==> src/rtl/atu_sequencer.sv <==
// ATU tune sequencer: start pulse, ack/tune supervision, retries and abort.
// All timing is in ms ticks from a prescaler that only runs outside IDLE.
`timescale 1ns/1ps
module atu_sequencer #(
  parameter int CLK_FREQ  = 73728000,
  parameter int NCH       = 2,
  parameter int START_MS  = 10,
  parameter int ACK_MS    = 500,
  parameter int TUNE_MS   = 8000,
  parameter int MAX_RETRY = 2,
  localparam int CW = (NCH > 1) ? $clog2(NCH) : 1
) (
  input  logic           clk,
  input  logic           rst,
  input  logic           tune_req,
  input  logic [CW-1:0]  tune_ch,
  input  logic           tune_abort,
  input  logic [NCH-1:0] atu_status,
  output logic [NCH-1:0] atu_start,
  output logic           busy,
  output logic           done,
  output logic [1:0]     result,
  output logic [2:0]     attempts
);

  localparam int DIV  = (CLK_FREQ / 1000 > 1) ? CLK_FREQ / 1000 : 1;
  localparam int PW   = (DIV > 1) ? $clog2(DIV) : 1;
  localparam int TM1  = (START_MS > ACK_MS) ? START_MS : ACK_MS;
  localparam int TMAX = (TM1 > TUNE_MS) ? TM1 : TUNE_MS;
  localparam int TW   = $clog2(TMAX + 1);

  localparam logic [1:0] R_OK    = 2'd0;
  localparam logic [1:0] R_NOACK = 2'd1;
  localparam logic [1:0] R_TOUT  = 2'd2;
  localparam logic [1:0] R_ABORT = 2'd3;

  typedef enum logic [2:0] {
    IDLE, START, ACK, TUNE, GAP, REPORT
  } state_t;

  state_t         state, state_n;
  logic [CW-1:0]  ch, ch_n;
  logic [3:0]     attempt, attempt_n;
  logic [1:0]     code, fail_code;
  logic           fail;
  logic [NCH-1:0] s1, sst;
  logic [PW-1:0]  pre;
  logic [TW-1:0]  timer;
  logic           tick, entry;
  logic           start_end, ack_end, tune_end;

  assign tick      = pre == PW'(DIV - 1);
  assign entry     = state_n != state;
  assign start_end = tick && timer == TW'(START_MS - 1);
  assign ack_end   = tick && timer == TW'(ACK_MS - 1);
  assign tune_end  = tick && timer == TW'(TUNE_MS - 1);

  always_ff @(posedge clk or posedge rst) begin
    if (rst) begin
      s1  <= '1;
      sst <= '1;
    end else begin
      s1  <= atu_status;
      sst <= s1;
    end
  end

  always_comb begin
    state_n   = state;
    ch_n      = ch;
    attempt_n = attempt;
    code      = R_OK;
    fail      = 1'b0;
    fail_code = R_NOACK;
    unique case (state)
      IDLE: begin
        if (tune_req && int'(tune_ch) < NCH) begin
          state_n   = START;
          ch_n      = tune_ch;
          attempt_n = 4'd1;
        end
      end
      START: if (start_end) state_n = ACK;
      ACK: begin
        if (!sst[ch]) begin
          state_n = TUNE;
        end else if (ack_end) begin
          fail      = 1'b1;
          fail_code = R_NOACK;
        end
      end
      TUNE: begin
        // status edge wins over a coincident timeout
        if (sst[ch]) begin
          state_n = REPORT;
          code    = R_OK;
        end else if (tune_end) begin
          fail      = 1'b1;
          fail_code = R_TOUT;
        end
      end
      GAP:    if (start_end) state_n = START;
      REPORT: state_n = IDLE;
      default: state_n = IDLE;
    endcase
    if (fail) begin
      if (int'(attempt) <= MAX_RETRY) begin
        state_n   = GAP;
        attempt_n = attempt + 4'd1;
      end else begin
        state_n = REPORT;
        code    = fail_code;
      end
    end
    if (tune_abort && state != IDLE && state != REPORT) begin
      state_n   = REPORT;
      attempt_n = attempt;
      code      = R_ABORT;
    end
  end

  always_ff @(posedge clk or posedge rst) begin
    if (rst) begin
      state   <= IDLE;
      ch      <= '0;
      attempt <= '0;
      pre     <= '0;
      timer   <= '0;
    end else begin
      state   <= state_n;
      ch      <= ch_n;
      attempt <= attempt_n;
      if (entry || state_n == IDLE) begin
        pre   <= '0;
        timer <= '0;
      end else begin
        pre <= tick ? '0 : pre + 1'b1;
        if (tick && timer != '1) timer <= timer + 1'b1;
      end
    end
  end

  always_ff @(posedge clk or posedge rst) begin
    if (rst) begin
      atu_start <= '0;
      busy      <= 1'b0;
      done      <= 1'b0;
      result    <= R_OK;
      attempts  <= 3'd0;
    end else begin
      atu_start <= '0;
      if (state_n == START) atu_start[ch_n] <= 1'b1;
      busy <= state_n != IDLE;
      done <= state_n == REPORT;
      if (state_n == REPORT) begin
        result   <= code;
        attempts <= (attempt > 4'd7) ? 3'd7 : attempt[2:0];
      end
    end
  end

endmodule

==> config.mk <==
export PLATFORM = sky130hd
export DESIGN_NAME = atu_sequencer
export DESIGN_NICKNAME = d
export VERILOG_FILES = /design/src/rtl/atu_sequencer.sv
export SDC_FILE = /design/constraint.sdc
export NUM_CORES = 1
export LEC_CHECK = 0
export BUFFER_PORTS_ARGS = -buffer_cell sky130_fd_sc_hd__buf_2
export CAP_MARGIN = 25
export CORE_MARGIN = 3
export CORE_UTILIZATION = 50
export DETAILED_ROUTE_END_ITERATION = 16
export PLACE_DENSITY = 0.7
export SLEW_MARGIN = 40
export SYNTH_ARGS = -nofsm -noshare
export SYNTH_HDL_FRONTEND = slang
export SYNTH_SLANG_ARGS = --single-unit
==> constraint.sdc <==
create_clock -name clk -period 3.55 [get_ports clk]
set_input_delay 0.1775 -clock clk [delete_from_list [all_inputs] [get_ports clk]]
set_output_delay 0.1775 -clock clk [all_outputs]
set_load 0.02 [all_outputs]
==> impl_metrics.csv, run 1 <==
group,metric,value,unit
run_status,outcome,"finished, final reports clean",
placement,place_hpwl,3.64,mm
synthesis,ys_seq_elements,51,
sta,relSlewSlack,0.501,
routing,vias,2004,
sta,worst_pin_slew,0.738,ns
floorplan,die_y,81,µm
synthesis,ys_warn_count,0,
floorplan,initial_utilization,0.534,
sta,rsz0062_at_grt,"no",
sta,whs,0.122,ns
synthesis,synth_edf_count,0,
synthesis,synthTopCellsByArea,"dfrtp_1, xor2_1, dfstp_2",
critical_path,start_kind,"flop",
cells_and_area,antenna_cells,0,
critical_path,crit_chain,"ha_1 > nand3_1 > or4_4 > nor2_8 > nand3b_4 > and4b_4 > a311oi_4 > buf_4 > a2111oi_2",
critical_path,crit_type,"flop to flop",
global_routing,grt_pass1_vias,1978,
routing,wl_per_cell,15.2,µm
flow_run,cap_violations,0,
synthesis,yosysSeqAreaShare,0.456,
routing,drc,0,
placement,place_congestion,0.858,
sta,hold_violations,0,
placement,place_ws,0.751,ns
clocking,cts_tree,"built",
placement,numPlacedInstances,345,
routing,firstDrtPassIters,4,
global_routing,antenna_found_initial,0,
synthesis,yosysTopAreaCell,"dfrtp_1",
synthesis,synth_top_area_frac,0.418,
synthesis,synth_fp_nets,279,
cells_and_area,fillerInstances,481,
placement,io_buffers,15,
clocking,cts_buffer_depth,2,
synthesis,synth.avg_cell_area,10.5,µm²
synthesis,ys.flop_type,"dfrtp_1",
global_routing,grt_use_total,0.185,
sta,setup-violations-final,0,
synthesis,netlist_instances,267,
hold_path,hp-class,"primary input to flop",
cells_and_area,drive_gt1_frac,0.220,
critical_path,critical_path.max_stage_delay,0.58,ns
sta,clock.fmax,356,MHz
routing,drt_iter0_markers,148,
critical_path,cpLargestDelayFamily,"simple AND/OR/NAND/NOR gates",
clocking,clk_latency,0.30,ns
sta,fin_setup_tns,0,ns
cells_and_area,nets,297,
power_and_ir_drop,leakage,1.29,nW
floorplan,ios,16,
sta,post-route-period-util,0.791,
power_and_ir_drop,ir_worst_vdd,322,µV
clocking,cts_max_level,2,
routing,via_per_inst,5.63,
floorplan,core,0.00527,mm²
critical_path,path_buf_inv,1,
sta,finalMaxSlewViolations,0,
floorplan,rows,26,
critical_path,crit_arrival,2.98,ns
sta,timing.final.ws_setup,0.743,ns
clocking,cts_inserted_buffers,5,
global_routing,overflow,0,
critical_path,path_max_fanout,20,
clocking,root_buffer,"clkbuf_8",
cells_and_area,syn_to_final_growth,9.25,%
clocking,clock_sinks,51,
synthesis,synth_cell_types,52,
power_and_ir_drop,p_total,1.78,mW
routing,routed_wl,5.41,mm
synthesis,async_flop_share,1.00,
routing,drtAntennaViolNets,0,
global_routing,grt_pass1_wl,9.46,mm
floorplan,die_area,0.00656,mm²
cells_and_area,fin_cells,356,
sta,fin_skew,0.00774,ns
sta,fin_crit,2.81,ns
power_and_ir_drop,power_density,579,mW/mm²
critical_path,cp_slowest_cell,"or4_4",
critical_path,required,3.72,ns
global_routing,grt_max_degree,52,
synthesis,synthesis.area,0.00281,mm²
floorplan,die_w,81,µm
clocking,clk_pin_slew,0.09,ns
critical_path,crit_path_end_kind,"flop",
[state kept, by name, summed over array words and instances, names as in the netlist]
signal and flops:
attempt 4, attempts 3, atu_start 2, busy 1
ch 1, done 1, pre 17, result 2
s1 2, sst 2, state 3, timer 13
[power breakdown]
part / leakage [nW] / switching (mW) / internal (mW)
Combinational: 0.575 / 0.483 / 0.228
Sequential: 0.664 / 0.0729 / 0.653
Clock: 0.0482 / 0.184 / 0.158
Total: 1.29 / 0.739 / 1.04
[metrics by stage]
stage	instance area, µm²	util
2_1_floorplan	2810	-
3_3_place_gp	2950	0.560
3_5_place_dp	2950	0.560
4_1_cts	3070	0.583
5_1_grt	3070	0.583
6_report	3070	0.583
[synthesized netlist by cell type, types with 7 or more instances]
master    n
a21oi_1  13
dfrtp_1  47
inv_1     8
nand2_1  22
nand3_1  12
nand4_1   8
nor2_1   19
nor3_1   16
nor3_2   10
nor4_2    7
xnor2_1  12
xor2_1   14
[cell type report]
cell class,instances,area [µm²],share of cell area
multi-input cells,197,1450,0.470
clock inverters,1,5.00,0.00163
repair buffers,22,135,0.0440
well taps,70,87.6,0.0285
inverters,8,32.5,0.0106
flip-flops and latches,51,1280,0.417
clock buffers,7,86.3,0.0281
[repair_timing]
item,4_1_cts,5_1_grt
endpoints found under the hold margin,49,0
setup buffers,0,0
gates resized for setup,0,0
hold buffers,3,0
[layer usage]
layer  part of all wire  routed length (µm)  track usage  vias to the layer above
li1                   -                   -            -                     1000
met1               0.51                2780        0.273                      971
met2               0.44                2400        0.271                       23
met3              0.027                 144       0.0333                       10
met4              0.016                  87       0.0676                        0
met5                  0                   0            0                        -
[placed cells by master (no fill, tap or decap), types with 2 or more instances in the layout]
cell type | netlist | layout
dfrtp_1 | 47 | 47
nand2_1 | 22 | 22
nor2_1 | 19 | 19
nor3_1 | 16 | 16
buf_2 | 2 | 15
xor2_1 | 14 | 14
nand3_1 | 12 | 12
a21oi_1 | 13 | 12
xnor2_1 | 12 | 12
nor3_2 | 10 | 10
nand4_1 | 8 | 8
inv_1 | 8 | 7
nor4_2 | 7 | 7
clkbuf_8 | 0 | 6
and4_1 | 5 | 5
nor4_1 | 5 | 5
o21ai_0 | 5 | 5
ha_1 | 5 | 5
mux2i_1 | 4 | 4
buf_4 | 0 | 4
dfstp_2 | 4 | 4
and3_1 | 3 | 3
nand3b_1 | 3 | 3
dlygate4sd3_1 | 0 | 3
and3b_1 | 2 | 2
or4_1 | 2 | 2
o21a_1 | 2 | 2
nor4b_1 | 2 | 2
a311oi_4 | 2 | 2
nor3b_2 | 2 | 2
[tightest hold or removal path, cell delays in order]
cell and delay [ns]:
buf_2 0.07, nand2_1 0.06, nand2_1 0.08
[cells by family (layout without fill, tap and decap cells)]
| kind of cell | after synthesis | after routing | share of synthesized area |
|---|---|---|---|
| compound gates | 32 | 32 | 0.0876 |
| xor+xnor | 26 | 26 | 0.0810 |
| fa+ha+maj | 5 | 5 | 0.0222 |
| buf+inv | 19 | 38 | 0.0347 |
| flops | 51 | 51 | 0.456 |
| mux | 5 | 5 | 0.0182 |
| simple gates | 129 | 129 | 0.301 |
[final timing paths]
kind	startpoint	to	slack, ns	depth (start not counted)
setup / recovery	pre[0]	timer[1]	0.74	9
hold / removal	tune_ch	ch	0.12	3
setup reg to reg	pre[0]	timer[1]	0.74	9
hold reg to reg	s1[1]	sst[1]	0.36	0
max in group asynchronous	rst	pre[14]	2.63	3
min in group asynchronous	rst	timer[8]	0.52	3
(Power assumes the default switching activity.)
==> run 2, diff against run 1 <==
--- a/config.mk
+++ b/config.mk
@@ -5,12 +5,13 @@
 export SDC_FILE = /design/constraint.sdc
 export NUM_CORES = 1
 export LEC_CHECK = 0
+export ABC_AREA = 1
 export BUFFER_PORTS_ARGS = -buffer_cell sky130_fd_sc_hd__buf_2
 export CAP_MARGIN = 25
 export CORE_MARGIN = 3
 export CORE_UTILIZATION = 50
 export DETAILED_ROUTE_END_ITERATION = 16
-export PLACE_DENSITY = 0.7
+export PLACE_DENSITY = 0.73
 export SLEW_MARGIN = 40
 export SYNTH_ARGS = -nofsm -noshare
 export SYNTH_HDL_FRONTEND = slang
==> constraint.sdc (replaced) <==
create_clock -name clk -period 2.35 [get_ports clk]
set_input_delay 0.1175 -clock clk [delete_from_list [all_inputs] [get_ports clk]]
set_output_delay 0.1175 -clock clk [all_outputs]
set_load 0.02 [all_outputs]
==> impl_metrics.csv, run 2 <==
group,metric,value,unit
run_status,outcome,"finished, final reports clean",
cells_and_area,final_common_cell,"nand2_1",
floorplan,rows,27,
synthesis,synthesis.area,0.00290,mm²
floorplan,initial_utilization,0.523,
global_routing,grt_pass1_vias,2177,
cells_and_area,post-route-util,0.599,
global_routing,overflow,0,
global_routing,antenna_found_initial,0,
synthesis,yosysTopAreaCell,"dfrtp_1",
floorplan,core,0.00554,mm²
cells_and_area,syn_to_final_growth,14.6,%
clocking,root_buffer,"clkbuf_8",
floorplan,die_area,0.00674,mm²
critical_path,start_kind,"flop",
synthesis,yosysSeqAreaShare,0.443,
routing,drtAntennaViolNets,0,
synthesis,synth-xor-area-share,0.0605,
synthesis,netlist_instances,349,
synthesis,synth_compound_area_frac,0.0298,
routing,vias,2198,
sta,setup-violations-final,0,
global_routing,grt_pass1_wl,9.72,mm
global_routing,grt_max_degree,31,
cells_and_area,drive_gt1_frac,0.298,
cells_and_area,largest_reg_flops,17,
sta,relSlewSlack,0.742,
placement,io_buffers,15,
global_routing,grt_use_total,0.186,
synthesis,ys_warn_count,0,
power_and_ir_drop,ir_worst_vdd,573,µV
cells_and_area,fin_cells,455,
placement,place_hpwl,4.06,mm
floorplan,die_w,82.1,µm
synthesis,synthTopCellsByArea,"dfrtp_1, nor2_2, nand2_1",
clocking,clk_pin_slew,0.09,ns
clocking,cts_inserted_buffers,5,
clocking,clk_latency,0.30,ns
sta,hold_violations,0,
synthesis,synth.avg_cell_area,8.30,µm²
synthesis,synthMuxAreaShare,0,
sta,worst_pin_slew,0.386,ns
routing,firstDrtPassIters,4,
sta,clock.fmax,455,MHz
synthesis,synth_fp_nets,361,
critical_path,crit_path_end_kind,"flop",
placement,place_congestion,0.874,
clocking,cts_max_level,2,
cells_and_area,regMostFlops,"pre",
synthesis,synthSimpleGateAreaFrac,0.365,
cells_and_area,nets,396,
clocking,cts_tree,"built",
sta,post-route-period-util,0.935,
critical_path,path_max_fanout,8,
flow_run,cap_violations,0,
routing,drt_iter0_markers,112,
routing,via_per_inst,4.83,
synthesis,synth_cell_types,28,
sta,finalMaxSlewViolations,0,
critical_path,required,2.59,ns
routing,routed_wl,6.02,mm
synthesis,synth_top_family_by_area,"simple AND/OR/NAND/NOR gates",
sta,fin_skew,0.00693,ns
critical_path,crit_arrival,2.43,ns
synthesis,synthAdderAreaFrac,0.0216,
power_and_ir_drop,leakage,1.59,nW
floorplan,die_y,82.1,µm
clocking,clock_sinks,51,
cells_and_area,layout_common_cells,"nand2_1, dfrtp_1, inv_1, nor2_2, nor2_1",
synthesis,async_flop_share,1.00,
synthesis,ys.flop_type,"dfrtp_1",
cells_and_area,antenna_cells,0,
floorplan,ios,16,
power_and_ir_drop,power_density,872,mW/mm²
sta,fin_crit,2.20,ns
synthesis,ys_seq_elements,51,
synthesis,synthMostInstantiatedCell,"nand2_1",
hold_path,hp-class,"primary input to flop",
routing,drc,0,
critical_path,crit_type,"flop to flop",
routing,wl_per_cell,13.2,µm
placement,numPlacedInstances,437,
clocking,cts_buffer_depth,2,
cells_and_area,largestRegisters,"pre (17), timer (13), attempt (4)",
cells_and_area,fillerInstances,507,
synthesis,ys_top_cells_by_count,"nand2_1, dfrtp_1, inv_1",
synthesis,synth_top_area_frac,0.406,
synthesis,synth_edf_count,0,
==> run 2: report_power, final <==
| group | internal [mW] | switching, mW | total (mW) |
|---|---|---|---|
| Clock | 0.199 | 0.269 | 0.468 |
| Combinational | 0.487 | 0.860 | 1.35 |
| Sequential | 0.995 | 0.0852 | 1.08 |
==> run 2: critical path: stages, from the launching register on <==
cell	delay (ns)
dfrtp_1	0.38
ha_2	0.19
nand2_1	0.09
nor2_4	0.16
nand2_4	0.11
nor2_8	0.15
nand3_2	0.08
nand2_2	0.09
nand4_1	0.13
nand2_1	0.09
nand2_1	0.06
nor2_2	0.16
nand3_4	0.16
clkbuf_16	0.22
nor2_2	0.07
==> run 2: layout make-up <==
type / count / area, µm² / area share
clock buffers: 6 / 72.6 / 0.0219
multi-input cells: 242 / 1420 / 0.428
inverters: 53 / 199 / 0.0600
well taps: 72 / 90.1 / 0.0271
repair buffers: 31 / 254 / 0.0765
flip-flops and latches: 51 / 1280 / 0.386
==> run 2: what timing repair did <==
action / in CTS / in global routing
gates resized for setup: 0 / 10
buffers inserted: 0 / 6
endpoints found under the hold margin: 14 / 0
setup endpoints to repair: 0 / 31
hold buffers: 3 / 0
==> run 2: worst paths after layout <==
path	depth (start not counted)	slack, ns	to	from
min in group asynchronous	3	0.34	state[2]	rst
min reg2reg	0	0.36	sst[1]	s1[1]
max reg2reg	14	0.15	pre[14]	pre[0]
max in group asynchronous	4	1.44	done	rst
min	3	0.11	ch	tune_ch
max	14	0.15	pre[14]	pre[0]
==> run 2: logic make-up (layout without fill, tap and decap cells) <==
kind of cell             Yosys count  in the layout
AND/OR/NAND/NOR                  201            201
AO/OA/AOI/OAI                     16             16
XOR/XNOR                          20             20
adder cells (fa/ha/maj)            5              5
buffers and inverters             56             90
flip-flops                        51             51
==> run 2: layer usage <==
layer  GRT usage  part of all wire  up-vias
met5           0                 0        -
met3      0.0315             0.028       11
met4      0.0731             0.018        0
met2       0.309              0.50       25
met1       0.242              0.45     1019
li1            -                 -     1143
==> run 2: stage by stage <==
step / total power, mW / setup WS, ns / setup TNS, ns / hold slack, ns / instance area (µm²)
after floorplan: 1.92 / 0.428 / 0 / 0.122 / 2900
after global placement: 2.12 / 0.224 / 0 / 0.123 / 3070
after detailed placement: 2.14 / 0.148 / 0 / 0.132 / 3070
after CTS: 2.62 / 0.121 / 0 / 0.0989 / 3170
after global routing: 3.06 / -0.0500 / -0.870 / 0.108 / 3320
final: 2.89 / 0.153 / 0 / 0.110 / 3320
